<file path="config.mk">
export PLATFORM = sky130hd
export DESIGN_NAME = pipe_scroller
export DESIGN_NICKNAME = d
export VERILOG_FILES = /design/src/rtl/pipe_scroller.sv
export SDC_FILE = /design/constraint.sdc
export NUM_CORES = 1
export LEC_CHECK = 0
export CORE_ASPECT_RATIO = 0.5
export CORE_MARGIN = 1.5
export CORE_UTILIZATION = 40
export DETAILED_ROUTE_END_ITERATION = 16
export HOLD_SLACK_MARGIN = 0.02
export PLACE_DENSITY = 0.65
export SLEW_MARGIN = 20
export SYNTH_ARGS = -nofsm -noshare
export SYNTH_HDL_FRONTEND = slang
export SYNTH_SLANG_ARGS = --single-unit
</file>
<file path="constraint.sdc">
create_clock -name game_clk -period 9.44 [get_ports game_clk]
set_clock_uncertainty 0.05 [all_clocks]
set_input_delay 1.888 -clock game_clk [delete_from_list [all_inputs] [get_ports game_clk]]
set_output_delay 1.888 -clock game_clk [all_outputs]
set_load 0.05 [all_outputs]
</file>
<file path="src/rtl/pipe_scroller.sv">
// pipe_scroller: obstacle generator for the Flappy Bird game.
// Owns NUM_PIPES pipes. Each tick the pipes scroll left by `speed` pixels.
// A pipe that would scroll past column 0 respawns at the right edge with a
// pseudorandom gap height. The block also counts bird passes and raises the
// scroll speed every PASSES_PER_LEVEL passes.

// One pipe: its position/gap registers plus wrap and pass detection.
module pipe_lane #(
   parameter int IDX       = 0,
   parameter int X_W       = 11,
   parameter int SCREEN_W  = 640,
   parameter int SPACING   = 320,
   parameter int GAP_BASE  = 200,
   parameter int RAND_BITS = 8
) (
   input  logic           game_clk,
   input  logic           init,
   input  logic           enable,
   input  logic [9:0]     random,
   input  logic [X_W-1:0] bird_x,
   input  logic [2:0]     speed,
   output logic [X_W-1:0] x,
   output logic [X_W-1:0] y,
   output logic           hit
);

   // Initial column wraps modulo 2^X_W, so any SPACING elaborates cleanly.
   localparam logic [X_W-1:0] X_INIT    = X_W'((IDX + 1) * SPACING - 1);
   localparam logic [X_W-1:0] X_RESPAWN = X_W'(SCREEN_W - 1);
   localparam logic [31:0]    RMASK     = 32'((1 << RAND_BITS) - 1);

   logic [9:0]     rot;
   logic [X_W-1:0] gap;
   logic [X_W-1:0] spd;
   logic [X_W-1:0] step;
   logic           wrap;

   // Per-pipe rotation of the LFSR gives each respawning pipe its own gap,
   // even when several pipes respawn in the same tick. Pass detection uses
   // the pre-update column so a fast pipe cannot jump over the bird.
   always_comb begin
      rot  = 10'((32'(random) << IDX) | (32'(random) >> (10 - IDX)));
      gap  = X_W'(GAP_BASE + (32'(rot) & RMASK));
      spd  = X_W'(speed);
      wrap = x < spd;
      step = x - spd;
      hit  = (x > bird_x) && (wrap || step <= bird_x);
   end

   // Position and gap registers: init, wrap to the right edge, or scroll.
   always_ff @(posedge game_clk) begin
      if (init) begin
         x <= X_INIT;
         y <= gap;
      end else if (enable) begin
         if (wrap) begin
            x <= X_RESPAWN;
            y <= gap;
         end else begin
            x <= step;
         end
      end
   end

endmodule

module pipe_scroller #(
   parameter int NUM_PIPES        = 2,
   parameter int X_W              = 11,
   parameter int SCREEN_W         = 640,
   parameter int SPACING          = 320,
   parameter int GAP_BASE         = 200,
   parameter int RAND_BITS        = 8,
   parameter int PASSES_PER_LEVEL = 5,
   parameter int MAX_SPEED        = 4
) (
   input  logic                       game_clk,
   input  logic                       reset,
   input  logic                       restart,
   input  logic                       enable,
   input  logic [9:0]                 random,
   input  logic [X_W-1:0]             bird_x,
   output logic [NUM_PIPES*X_W-1:0]   pipe_x,
   output logic [NUM_PIPES*X_W-1:0]   pipe_y,
   output logic                       pass,
   output logic [7:0]                 pass_count,
   output logic [2:0]                 speed
);

   localparam logic [7:0] PPL8 = 8'(PASSES_PER_LEVEL);
   localparam logic [2:0] MAX3 = 3'(MAX_SPEED);

   // Parameter sanity: the gap range must fit in a coordinate, and the
   // counters/speed field must be able to hold the configured values.
   if (GAP_BASE + (2 ** RAND_BITS) - 1 >= (2 ** X_W)) begin : g_chk_gap
      $error("pipe_scroller: GAP_BASE + 2^RAND_BITS - 1 does not fit in X_W");
   end
   if (NUM_PIPES < 1 || NUM_PIPES > 8) begin : g_chk_pipes
      $error("pipe_scroller: NUM_PIPES must be 1..8");
   end
   if (RAND_BITS < 1 || RAND_BITS > 10) begin : g_chk_rand
      $error("pipe_scroller: RAND_BITS must be 1..10");
   end
   if (MAX_SPEED < 1 || MAX_SPEED > 7) begin : g_chk_speed
      $error("pipe_scroller: MAX_SPEED must be 1..7");
   end
   if (PASSES_PER_LEVEL < 1 || PASSES_PER_LEVEL > 255) begin : g_chk_ppl
      $error("pipe_scroller: PASSES_PER_LEVEL must be 1..255");
   end
   if (X_W < 4) begin : g_chk_xw
      $error("pipe_scroller: X_W must be at least 4");
   end

   logic                 init;
   logic [NUM_PIPES-1:0] hits;
   logic [3:0]           pop;
   logic [8:0]           sum;
   logic [7:0]           cnt_next;
   logic                 level_up;
   logic [2:0]           spd_next;

   assign init = reset | restart;

   for (genvar g = 0; g < NUM_PIPES; g++) begin : g_lane
      pipe_lane #(
         .IDX       (g),
         .X_W       (X_W),
         .SCREEN_W  (SCREEN_W),
         .SPACING   (SPACING),
         .GAP_BASE  (GAP_BASE),
         .RAND_BITS (RAND_BITS)
      ) u_lane (
         .game_clk (game_clk),
         .init     (init),
         .enable   (enable),
         .random   (random),
         .bird_x   (bird_x),
         .speed    (speed),
         .x        (pipe_x[g*X_W +: X_W]),
         .y        (pipe_y[g*X_W +: X_W]),
         .hit      (hits[g])
      );
   end

   // Count this tick's passes, saturate the total, and detect a level
   // boundary crossing (at most one speed step per tick).
   always_comb begin
      pop = '0;
      for (int i = 0; i < NUM_PIPES; i++) pop = pop + 4'(hits[i]);
      sum      = 9'(pass_count) + 9'(pop);
      cnt_next = sum[8] ? 8'hFF : sum[7:0];
      level_up = (pass_count / PPL8) != (cnt_next / PPL8);
      spd_next = (level_up && speed < MAX3) ? speed + 3'd1 : speed;
   end

   // Shared state: pass pulse, pass counter and current speed.
   always_ff @(posedge game_clk) begin
      if (init) begin
         pass       <= 1'b0;
         pass_count <= 8'd0;
         speed      <= 3'd1;
      end else if (enable) begin
         pass       <= |hits;
         pass_count <= cnt_next;
         speed      <= spd_next;
      end else begin
         pass       <= 1'b0;
      end
   end

endmodule

</file>
Word level (Yosys, flattened, before mapping)
Index checks and enable logic that the tools add are counted.
Cells by class
  add/subtract/negate cells: 7
  divide/modulo/power cells: 2
  order comparisons: 7
  equality and inequality tests: 1
  muxes and demuxes: 9
  bitwise logic cells: 3
  reduce and logical (&&, ||, !) cells: 13
Operator list (number)
  $mux W11: 8
  $gt A11 B11 Y1: 2
  $le A11 B11 Y1: 2
  $lt A11 B3 Y1: 2
  $sub A11 B3 Y11: 2
  $add A8 B8 Y9 const A: 2
  $div A8 B3 Y8 const B: 2
  $add A8 B2 Y9: 1
  $mux W8: 1
  $ne A8 B8 Y1: 1
  $or A8 B1 Y8: 1
  $reduce_and A2 Y1: 3
  $reduce_bool A2 Y1: 3
  $reduce_or A2 Y1: 2
  $add A3 B1 Y3 const B: 1
  $logic_and A1 B1 Y1: 3
  $lt A3 B3 Y1 const B: 1
  $add A1 B1 Y2: 1
  $logic_or A1 B1 Y1: 2
  $not A1 Y1: 1
  $or A1 B1 Y1: 1
Storage, ports and cells
  bits in registers: 56
  output and inout port bits: 56
  word-level logic and storage cells: 49

Longest topological paths before layout
Gate-level depths: netlist of the first run.
  depth in word-level cells: 11
  depth in mapped cells: 41
  depth with buffers taken out: 39

By module
Synthesis of the first run repeated with hierarchy kept, for this count alone.
Second synthesis, totals
  cell total of the unflattened synthesis: 690
  area total of the unflattened synthesis: 5515.3 sq um
By module, submodules not included
  pipe_scroller: instances 1, cells an instance 340, area each 2303.5 sq um
  pipe_lane (g_lane[1].u_lane): instances 1, cells an instance 173, area each 1606.5 sq um
  pipe_lane (g_lane[0].u_lane): instances 1, cells an instance 177, area each 1605.3 sq um

Worst setup path before layout of the first run
Ideal clock, no wire load.
  path kind: input -> register
  start point: input bird_x[1]
  end point: register speed[1]
  data arrival time: 8235 ps
  required time: 9319 ps
  path slack: 1085 ps
  stages on the path: 34
  path buffers: 1
  cell sequence: inv_1 ha_1 nor2b_1 o21a_1 o21a_1 o21a_1 o21a_1 o21a_1 o21a_1 o21a_1 o21ai_0 nand2b_1 a21oi_1 o221ai_1 fa_1 inv_1 ha_1 buf_6 nand4_1 a32o_1 a211oi_4 maj3_1 nor2_1 or2_2 a31oi_1 ha_1 a31oi_1 maj3_2 o211ai_2 a221o_1 o2111ai_1 nor4b_4 or4_1 a21oi_1
On the way
  longest elaborated chain between the ends: 10
Ends and longest elaborated chain
  start, declared: RTL line 82  | input logic [X_W-1:0] bird_x,
  $le A11 B11 Y1: RTL line 47  | hit = (x > bird_x) && (wrap || step <= bird_x);
  $logic_or A1 B1 Y1: RTL line 47
  $logic_and A1 B1 Y1: RTL line 47
  $add A1 B1 Y2 (*): RTL line 149  | for (int i = 0; i < NUM_PIPES; i++) pop = pop + 4'(hits[i]);
  $add A8 B2 Y9 (*): RTL line 150  | sum = 9'(pass_count) + 9'(pop);
  $mux W8 (*): RTL line 151  | cnt_next = sum[8] ? 8'hFF : sum[7:0];
  $div A8 B3 Y8 (*): RTL line 152  | level_up = (pass_count / PPL8) != (cnt_next / PPL8);
  $ne A8 B8 Y1 (*): RTL line 152
  $logic_and A1 B1 Y1 (*): RTL line 153  | spd_next = (level_up && speed < MAX3) ? speed + 3'd1 : speed;
  $reduce_and A2 Y1 (no source line) (*)
  end signal, assigned: RTL line 165  | speed <= spd_next;
  end, declared: RTL line 87  | output logic [2:0] speed
Mark *: on every way between the ends. The rest lies on a longest branch, timed or not.
A chain may end at the register's enable or synchronous reset.

Worst setup path in the final report of the first run
Ends and elaborated chain as after synthesis.

==> key figures, run 1 <==
Layout
  – Area Growth Syn to Fin: 25.70%
  – Share of cells above drive strength 1: 9.653%
  – # diodes: 0
  – FF+latch area: 0.001222 mm^2
  – Fin cells: 828
  – Design Area, Final: 0.006137 mm^2
  – Area of the multi-input gates: 0.003433 mm^2
  – Fin util: 51.83%
  – Fill count: 1,146
  – Layout net count: 748

STA
  – Final Hold Viols: 0
  – Hold_ws: 0.4929 ns
  – Tcrit/Tclk final: 95.00%
  – Final Slew Violations: 0
  – Tmin final: 8.968 ns
  – Setup WS post-layout: 0.4720 ns
  – Setup Viol. Count Final: 0
  – Relative slew slack: 35.78%
  – TNS Setup: 0 ns
  – Fmax: 111.5 MHz
  – Slew @ Worst Pin: 0.9597 ns

Synth
  – Avg Cell Area, Syn: 8.506 um^2
  – Top-count cell post-synth: ha_1
  – Synth top cells by count: 58 x ha_1, 52 x nor2_1, 42 x inv_1, 34 x dfxtp_1, 31 x a21oi_1
  – Largest family of logic cells by synthesized area: compound AO/OA/AOI/OAI gates
  – Main synth FF type: dfxtp_1
  – Area leader, netlist: ha_1
  – Post-Syn Instances: 574
  – Synth top area cells: ha_1 15%, dfxtp_1 14%, edfxtp_1 11%
  – Synth Area in Compound Gates: 22.35%
  – Multiplexer area fraction after synthesis: 2.332%
  – EDFF count, synth: 18
  – Synth Area in Simple Gates: 20.99%
  – Netlist cell types: 78
  – Sequential area share after synthesis: 25.01%
  – Yosys Warn Count: 0
  – Synth Area in XOR/XNOR: 6.458%
  – Adder-cell share of the synthesized area: 16.74%
  – Asr flop ratio synth: 0%
  – FF+latch count, synth: 52
  – Synth top area share: 14.86%
  – Post-synthesis cell area: 0.004882 mm^2

Floorplan
  – Ports: 81
  – Num rows: 28
  – CORE AREA: 0.01184 mm^2
  – Die extent in x: 159.2 um
  – Die Y-Extent: 81.12 um
  – Initial Util: 41.23%
  – Die Area: 0.01292 mm^2

Power
  – Power per cell area: 97.74 mW/mm^2
  – Pwr Total: 599.9 uW
  – Leak: 2.425 nW
  – VDD IR-drop max: 0.00007521 V

Outcome
  – Status: finished clean

Route
  – Total wire length: 12,960 um
  – First DRT Iteration DRCs: 250
  – Via count: 4,458
  – Routed Antenna Nets: 0
  – Via density: 5.384
  – Pre-antenna DRT Iters: 5
  – DR DRC count: 0
  – Drt wl/cell: 15.65 um

Critical path
  – Critical-path top delay cell: mux4_1
  – Worst setup EP type: register
  – Top cell by count, worst path: o21a_1
  – Crit path required time: 9.62 ns
  – Crit start category: primary input
  – Crit path arrival time: 9.14 ns
  – CP peak stage delay: 0.60 ns
  – CP Class: primary input to register
  – Worst reg2reg path depth: 33
  – Crit Path Max Fanout: 7

Global route
  – Largest net degree at the start of global routing: 31
  – Global-route wire length before repair: 21,130 um
  – Initial antenna violation count: 0
  – Vias in the first global route: 4,166
  – GRT Total Usage: 20.12%
  – Total global routing overflow: 0

Clock network
  – Worst skew pair latency: 0.29 ns
  – Clock Pin Slew Worst Setup and Hold Paths: 0.07 ns
  – Buffers from clock root to sink, at most: 2
  – Num CTS Buffers: 5
  – H-Tree Depth: 2
  – Hold Buf Count CTS: 0
  – Clock Sinks: 52
  – Clock root buffer: clkbuf_16
  – CTS tree: done

Job
  – Max cap viols: 0

Worst hold path
  – HP Class: register to register
  – Hold Path Depth: 2

Place
  – Placed instance area: 0.005916 mm^2
  – Placed cell count: 818
  – Port-buffer cells: 75
  – Pre-CTS setup slack: -0.06942 ns
  – Final HPWL DP: 9736 um
  – Routability Congestion: 0.8565
==> cell usage in the layout, fill, tap and decap left out, types with 3 or more instances in the layout <==
cell type,instances
clkdlybuf4s50_1,75
ha_1,57
nor2_1,52
inv_1,42
dfxtp_1,33
a21oi_1,31
nand2_1,29
o21a_1,29
buf_4,29
o21ai_0,23
xor2_1,19
edfxtp_1,18
xnor2_1,16
nor3_1,16
nand4_1,15
nand2b_1,15
nor2b_1,14
nand3_1,11
or3_1,9
a211oi_1,8
o31ai_1,7
a22o_1,7
a31oi_1,6
or2_2,5
o22ai_1,5
mux2i_1,5
clkbuf_16,5
a22oi_1,4
conb_1,4
and2_1,3
o211ai_1,3
o32ai_1,3
or4_1,3
o32a_1,3
==> sequential cells by signal, summed over array words and instances, names as in the netlist <==
signal	flops
speed	3
pass	1
g_lane.u_lane.x	22
g_lane.u_lane.y	18
pass_count	8
==> cells by family after synthesis <==
| kind of cell | count (synthesis) |
|---|---|
| AND/OR/NAND/NOR | 191 |
| flip-flops | 52 |
| AO/OA/AOI/OAI | 154 |
| other | 1 |
| adder cells (fa/ha/maj) | 64 |
| buffers and inverters | 68 |
| multiplexers | 8 |
| XOR/XNOR | 36 |
==> critical path, delay by kind of cell <==
| family | cells | cell delay [ns] |
|---|---|---|
| compound gates | 18 | 2.83 |
| fa+ha+maj | 5 | 1.47 |
| buf+inv | 3 | 0.66 |
| mux | 3 | 0.98 |
| simple gates | 7 | 1.30 |
==> what timing repair did <==
action                                 in CTS  in global routing
endpoints found under the hold margin       0                  0
gates resized for setup                     0                 11
setup endpoints to repair                   0                  3
setup buffers                               0                  2
==> area by class of cell <==
cell class                      instances  area share, %
Clock buffer                            5          2.039
Clock inverter                          3         0.3874
Inverter                               42          2.569
Multi-Input combinational cell        457          55.94
Sequential cell                        52          19.92
Tap cell                              165          3.364
Timing Repair Buffer                  104          15.78
==> layer usage <==
layer	up-vias	share of wire [%]	global-route usage, %
met5	-	0	0
met2	81	46	34.41
met1	2083	50	28.27
met4	0	0.71	2.358
li1	2285	-	-
met3	9	3.7	2.349
==> worst paths after layout <==
check / startpoint / endpoint / slack [ns]
worst max-delay path: bird_x[1] / speed[1] / 0.47
worst min-delay path: g_lane[1].u_lane.x[2] / g_lane[1].u_lane.x[2] / 0.49
worst max register to register: speed[1] / speed[1] / 1.21
worst min register to register: g_lane[1].u_lane.x[2] / g_lane[1].u_lane.x[2] / 0.49
==> report_power, final <==
| group | switching, mW | total [mW] | internal [mW] |
|---|---|---|---|
| combinational | 0.0980 | 0.163 | 0.0648 |
| sequential | 0.00729 | 0.251 | 0.243 |
| clock | 0.0874 | 0.186 | 0.0989 |
(Power assumes the default switching activity.)
==> run 2, diff against run 1 <==
CORE_MARGIN = 4   (was 1.5)
CTS_BUF_LIST = sky130_fd_sc_hd__clkbuf_8   (was default)
PLACE_DENSITY = 0.64   (was 0.65)
SYNTH_HIERARCHICAL = 1   (was default)
==> run 2 against run 1 <==
Against the previous run:
- total power down 3.7%
- maximum frequency is 0.56% higher
- hold slack got worse by 0.0095 ns
- first-iteration DRC count rose by 40%
- register-to-register slack lost 0.57 ns
- die area grew 23%
- final area is 6.8% higher
- utilization is 1.6 points lower
- clock power is 9% lower
- worst setup slack gained 0.050 ns
- largest cell class unchanged
==> key figures, run 2 <==
Synth
  – Main synth FF type: dfxtp_1 (unchanged)
  – Synth Area in Compound Gates: 20.80% (was 22.35%)
  – EDFF count, synth: 18 (unchanged)
  – Largest family of logic cells by synthesized area: simple AND/OR/NAND/NOR gates (was compound AO/OA/AOI/OAI gates)
  – Avg Cell Area, Syn: 7.993 um^2 (was 8.506 um^2)
  – Area leader, netlist: ha_1 (unchanged)
  – Synth top cells by count: 61 x nand2_1, 61 x nor2_1, 59 x ha_1, 50 x a21oi_1, 48 x inv_1 (was 58 x ha_1, 52 x nor2_1, 42 x inv_1, 34 x dfxtp_1, 31 x a21oi_1)
  – Post-synthesis cell area: 0.005515 mm^2 (was 0.004882 mm^2)
  – Post-Syn Instances: 690 (was 574)
  – Adder-cell share of the synthesized area: 14.84% (was 16.74%)
  – Synth Area in XOR/XNOR: 7.146% (was 6.458%)
  – FF+latch count, synth: 52 (unchanged)
  – Netlist cell types: 90 (was 78)
  – Multiplexer area fraction after synthesis: 2.064% (was 2.332%)
  – Synth top area cells: ha_1 13%, dfxtp_1 12%, edfxtp_1 9.8% (was ha_1 15%, dfxtp_1 14%, edfxtp_1 11%)
  – Yosys Warn Count: 6 (was 0)
  – Synth Area in Simple Gates: 26.81% (was 20.99%)
  – Asr flop ratio synth: 0% (unchanged)
  – Synth top area share: 13.38% (was 14.86%)
  – Sequential area share after synthesis: 22.14% (was 25.01%)

Route
  – DR DRC count: 0 (unchanged)
  – Via count: 5,285 (was 4,458)
  – Routed Antenna Nets: 0 (unchanged)
  – Pre-antenna DRT Iters: 6 (was 5)
  – Via density: 5.707 (was 5.384)
  – Drt wl/cell: 15.75 um (was 15.65 um)
  – Total wire length: 14,590 um (was 12,960 um)
  – First DRT Iteration DRCs: 351 (was 250)

Clock network
  – H-Tree Depth: 2 (unchanged)
  – Clock Sinks: 52 (unchanged)
  – CTS tree: done (unchanged)
  – Clock Pin Slew Worst Setup and Hold Paths: 0.10 ns (was 0.07 ns)
  – Buffers from clock root to sink, at most: 2 (unchanged)
  – Clock root buffer: clkbuf_8 (was clkbuf_16)
  – Worst skew pair latency: 0.33 ns (was 0.29 ns)
  – Num CTS Buffers: 5 (unchanged)
  – Hold Buf Count CTS: 0 (unchanged)

Critical path
  – Critical-path top delay cell: or4b_1 (was mux4_1)
  – Crit start category: primary input (unchanged)
  – Reg2reg end: speed[0] (was speed[1])
  – Crit path required time: 9.60 ns (was 9.62 ns)
  – CP peak stage delay: 0.54 ns (was 0.60 ns)
  – Worst r2r src: speed[1] (unchanged)
  – Crit path arrival time: 9.07 ns (was 9.14 ns)
  – Top cell by count, worst path: ha_1 (was o21a_1)
  – CP Class: primary input to register (unchanged)
  – Crit Path Max Fanout: 5 (was 7)
  – R2R Setup Slk: 0.64 ns (was 1.21 ns)
  – Worst setup EP type: register (unchanged)
  – CP startpoint: bird_x[4] (was bird_x[1])
  – Worst reg2reg path depth: 39 (was 33)

Layout
  – Max FFs per register: 22 (unchanged)
  – Design Area, Final: 0.006555 mm^2 (was 0.006137 mm^2)
  – Most flops, register: g_lane.u_lane/x (was g_lane.u_lane.x)
  – Fin util: 50.18% (was 51.83%)
  – Share of cells above drive strength 1: 8.201% (was 9.653%)
  – Most frequent cells in the layout: 75 x clkdlybuf4s50_1, 61 x nand2_1, 60 x nor2_1 (was 75 x clkdlybuf4s50_1, 57 x ha_1, 52 x nor2_1)
  – Regs by FF count: g_lane.u_lane/x x22, g_lane.u_lane/y x18, pass_count x8 (was g_lane.u_lane.x x22, g_lane.u_lane.y x18, pass_count x8)
  – # diodes: 0 (unchanged)
  – Most common cell after layout, fill and taps aside: clkdlybuf4s50_1 (unchanged)
  – Layout net count: 842 (was 748)
  – Fin cells: 926 (was 828)
  – Area Growth Syn to Fin: 18.85% (was 25.70%)

STA
  – TNS Setup: 0 ns (unchanged)
  – Final Slew Violations: 0 (unchanged)
  – Tmin final: 8.918 ns (was 8.968 ns)
  – Final Hold Viols: 0 (unchanged)
  – RSZ-0062 raised after global routing: no
  – Hold_ws: 0.4833 ns (was 0.4929 ns)
  – Fmax: 112.1 MHz (was 111.5 MHz)
  – Slew @ Worst Pin: 0.9275 ns (was 0.9597 ns)
  – Setup Viol. Count Final: 0 (unchanged)
  – Relative slew slack: 37.79% (was 35.78%)
  – Tcrit/Tclk final: 94.47% (was 95.00%)

Power
  – Power per cell area: 88.15 mW/mm^2 (was 97.74 mW/mm^2)
  – VDD IR-drop max: 0.00006262 V (was 0.00007521 V)
  – Leak: 2.575 nW (was 2.425 nW)

Global route
  – Total global routing overflow: 0 (unchanged)
  – Largest net degree at the start of global routing: 35 (was 31)
  – Global-route wire length before repair: 24,100 um (was 21,130 um)
  – GRT Total Usage: 17.84% (was 20.12%)
  – Initial antenna violation count: 0 (unchanged)
  – Vias in the first global route: 4,804 (was 4,166)

Floorplan
  – Die extent in x: 174.1 um (was 159.2 um)
  – Ports: 81 (unchanged)
  – Die Area: 0.01584 mm^2 (was 0.01292 mm^2)
  – Initial Util: 42.22% (was 41.23%)
  – CORE AREA: 0.01306 mm^2 (was 0.01184 mm^2)
  – Die Y-Extent: 91.03 um (was 81.12 um)
  – Num rows: 29 (was 28)

Worst hold path
  – Worst Hold Endpoint: g_lane[0].u_lane/x[0] (was g_lane[1].u_lane.x[2])
  – Worst Min Path Start: g_lane[0].u_lane/x[0] (was g_lane[1].u_lane.x[2])
  – HP Class: register to register (unchanged)
  – Hold Path Depth: 2 (unchanged)

Place
  – Port-buffer cells: 75 (unchanged)
  – Placed cell count: 918 (was 818)
  – Final HPWL DP: 11,350 um (was 9736 um)
  – Placed instance area: 0.006426 mm^2 (was 0.005916 mm^2)
  – Routability Congestion: 0.8603 (was 0.8565)

Outcome
  – Status: finished clean (unchanged)

Job
  – Max cap viols: 0 (unchanged)
==> run 2: kinds of logic after synthesis <==
logic type      count (synthesis)
simple gates                  266
compound gates                170
buf+inv                        80
fa+ha+maj                      64
flops                          52
xor+xnor                       45
mux                            11
other cells                     2
==> run 2: critical path: cells and delay by family <==
family / cells / cell delay [ns]
compound gates: 11 / 2.01
fa+ha+maj: 5 / 1.58
simple gates: 12 / 2.79
buf+inv: 4 / 0.81
==> run 2: area by class of cell <==
class	count	area (um^2)
clock buffers	6	82.58
repair buffers	87	840.8
clock inverters	2	38.79
multi-input cells	560	3975
inverters	49	183.9
fillers	1249	6507
flip-flops and latches	52	1221
well taps	170	212.7
==> run 2: worst max path at each step <==
| stage | to | slack [ns] | depth (start not counted) |
|---|---|---|---|
| detailed placement | speed[0] | 0.15 | 32 |
| global placement | speed[0] | 0.28 | 31 |
| floorplan | speed[0] | 1.16 | 40 |
| finish | speed[0] | 0.52 | 32 |
| CTS | speed[0] | 0.49 | 32 |
| global route | speed[0] | 0.02 | 39 |
==> run 2: repair_timing <==
item	CTS	global route
setup buffers	0	0
resized for setup	0	2
setup endpoints to repair	0	2
==> run 2: power by group <==
group          internal, mW  total (mW)  switching, mW
clock network        0.0869       0.170         0.0831
logic                0.0589       0.157         0.0983
registers             0.243       0.251        0.00733
total                 0.389       0.578          0.189
==> run 2: through the flow <==
step	total power [mW]	worst slack, ns
2_1_floorplan	0.3631	1.160
3_3_place_gp	0.4098	0.2757
3_5_place_dp	0.4127	0.1490
4_1_cts	0.5820	0.4917
5_1_grt	0.6045	0.02470
6_report	0.5778	0.5218
==> run 2: metal layers <==
layer | GRT usage (%) | routed length (um) | vias up | share of wire (%)
met3 | 2.158 | 520 | 13 | 3.6
li1 | - | - | 2640 | -
met5 | 0 | 0 | - | 0
met1 | 25.15 | 7089 | 2523 | 49
met2 | 29.78 | 6832 | 109 | 47
met4 | 3.423 | 145 | 0 | 0.99
==> run 3, diff against run 2 <==
PLACE_DENSITY = 0.72   (was 0.64)
==> run 3 against run 2 <==
Against the previous run:
- via count is essentially flat
- final area decreased by 0.27%
- wire length fell by 1.5%
- critical endpoint is now speed[1]
- sequential share of layout area about the same
- clock power down 16%
- worst setup slack improved by 0.025 ns
- count of clock-buffer cells in the layout is 1 lower
- sequential power hardly changed
- non-clock buffer count increased by 2
- final cell count is 0.22% higher
==> key figures, run 3 (same netlist as run 2, synthesis figures left out) <==
Outcome
  – Status: finished clean (unchanged)

Global route
  – Vias in the first global route: 4,849 (was 4,804)
  – Total global routing overflow: 0 (unchanged)
  – Initial antenna violation count: 0 (unchanged)
  – Global-route wire length before repair: 23,870 um (was 24,100 um)
  – Largest net degree at the start of global routing: 35 (unchanged)
  – GRT Total Usage: 17.49% (was 17.84%)

Power
  – Leak: 2.566 nW (was 2.575 nW)
  – Power per cell area: 84.42 mW/mm^2 (was 88.15 mW/mm^2)
  – VDD IR-drop max: 0.00008949 V (was 0.00006262 V)

Route
  – Drt wl/cell: 15.48 um (was 15.75 um)
  – Via density: 5.693 (was 5.707)
  – Routed Antenna Nets: 0 (unchanged)
  – DR DRC count: 0 (unchanged)
  – Pre-antenna DRT Iters: 5 (was 6)
  – First DRT Iteration DRCs: 567 (was 351)
  – Via count: 5,283 (was 5,285)
  – Total wire length: 14,370 um (was 14,590 um)

Layout
  – Design Area, Final: 0.006538 mm^2 (was 0.006555 mm^2)
  – Fin cells: 928 (was 926)
  – Fill count: 1,233 (was 1,249)
  – Regs by FF count: g_lane.u_lane/x x22, g_lane.u_lane/y x18, pass_count x8 (unchanged)
  – Max FFs per register: 22 (unchanged)
  – Most frequent cells in the layout: 75 x clkdlybuf4s50_1, 61 x nand2_1, 61 x nor2_1 (was 75 x clkdlybuf4s50_1, 61 x nand2_1, 60 x nor2_1)
  – Most flops, register: g_lane.u_lane/x (unchanged)
  – Area Growth Syn to Fin: 18.53% (was 18.85%)
  – # diodes: 0 (unchanged)
  – Layout net count: 844 (was 842)
  – Most common cell after layout, fill and taps aside: clkdlybuf4s50_1 (unchanged)
  – Share of cells above drive strength 1: 8.311% (was 8.201%)

Critical path
  – Worst setup EP type: register (unchanged)
  – CP Class: primary input to register (unchanged)
  – Critical-path top delay cell: or4b_1 (unchanged)
  – Worst reg2reg path depth: 36 (was 39)
  – Crit path required time: 9.64 ns (was 9.60 ns)
  – Crit start category: primary input (unchanged)
  – CP peak stage delay: 0.55 ns (was 0.54 ns)
  – Crit path arrival time: 9.10 ns (was 9.07 ns)
  – Crit Path Max Fanout: 8 (was 5)

STA
  – TNS Setup: 0 ns (unchanged)
  – Fmax: 112.4 MHz (was 112.1 MHz)
  – Setup Viol. Count Final: 0 (unchanged)
  – Hold_ws: 0.4676 ns (was 0.4833 ns)
  – Slew @ Worst Pin: 0.9499 ns (was 0.9275 ns)
  – Final Slew Violations: 0 (unchanged)
  – Final Hold Viols: 0 (unchanged)
  – RSZ-0062 raised after global routing: no (unchanged)
  – Relative slew slack: 36.29% (was 37.79%)
  – Setup WS post-layout: 0.5464 ns (was 0.5218 ns)
  – Tcrit/Tclk final: 94.21% (was 94.47%)
  – Tmin final: 8.894 ns (was 8.918 ns)

Clock network
  – Hold Buf Count CTS: 0 (unchanged)
  – H-Tree Depth: 2 (unchanged)
  – Clock Pin Slew Worst Setup and Hold Paths: 0.11 ns (was 0.10 ns)
  – CTS tree: done (unchanged)
  – Clock root buffer: clkbuf_8 (unchanged)
  – Clock Sinks: 52 (unchanged)
  – Worst skew pair latency: 0.32 ns (was 0.33 ns)
  – Num CTS Buffers: 5 (unchanged)
  – Buffers from clock root to sink, at most: 2 (unchanged)

Place
  – Port-buffer cells: 75 (unchanged)
  – Pre-CTS setup slack: 0.1562 ns (was 0.1490 ns)
  – Routability Congestion: 0.9310 (was 0.8603)
  – Final HPWL DP: 11,180 um (was 11,350 um)
  – Placed cell count: 920 (was 918)
  – Placed instance area: 0.006441 mm^2 (was 0.006426 mm^2)

Job
  – Max cap viols: 0 (unchanged)

Floorplan
  – Ports: 81 (unchanged)
  – CORE AREA: 0.01306 mm^2 (unchanged)
  – Die Area: 0.01584 mm^2 (unchanged)
  – Die extent in x: 174.1 um (unchanged)
  – Initial Util: 42.22% (unchanged)
  – Die Y-Extent: 91.03 um (unchanged)
  – Num rows: 29 (unchanged)

Worst hold path
  – Hold Path Depth: 2 (unchanged)
  – HP Class: register to register (unchanged)
## run 3: area by class of cell
cell class / instances / area [um^2] / area share [%]
tap: 170 / 212.7 / 3.254
multi-input combinational: 560 / 3970 / 60.73
clock buffer: 5 / 68.82 / 1.053
timing repair buffer: 89 / 855.8 / 13.09
sequential: 52 / 1221 / 18.68
inverter: 49 / 183.9 / 2.813
clock inverter: 3 / 25.02 / 0.3828
## run 3: final timing paths
kind	startpoint	endpoint	slack (ns)
worst max-delay path	bird_x[4]	speed[1]	0.55
worst min-delay path	g_lane[0].u_lane/x[0]	g_lane[0].u_lane/x[0]	0.47
worst max register to register	speed[1]	speed[1]	0.85
worst min register to register	g_lane[0].u_lane/x[0]	g_lane[0].u_lane/x[0]	0.47
## run 3: metal layers
metal | vias up | part of all wire [%] | wire length, um | global-route usage, %
met5 | - | 0 | 0 | 0
met4 | 0 | 1.1 | 154 | 3.423
li1 | 2650 | - | - | -
met1 | 2475 | 47 | 6796 | 24.55
met2 | 146 | 46 | 6620 | 29.22
met3 | 12 | 5.5 | 796 | 2.158
## run 3: power by group
group | switching, mW | leakage, nW | internal, mW
Combinational | 0.0990 | 2.06 | 0.0593
Clock | 0.0889 | 0.0452 | 0.0545
Sequential | 0.00700 | 0.458 | 0.243
## run 3: through the flow
step | power [mW] | utilization [%]
global route | 0.5807 | 50.05
CTS | 0.5549 | 50.03
global placement | 0.4098 | 49.31
floorplan | 0.3631 | -
finish | 0.5519 | 50.05
detailed placement | 0.4130 | 49.31
## run 3: critical path: cells and delay by family
family / cells / cell delay, ns
AOI/OAI and AO/OA: 11 / 2.23
adders and majority gates: 5 / 1.56
buffers and inverters: 4 / 0.81
muxes: 1 / 0.17
and+or+nand+nor: 10 / 2.45
## run 3: repair_timing
action,CTS,global route
endpoints found under the setup margin,0,3
setup buffers,0,0
gates resized for setup,0,1
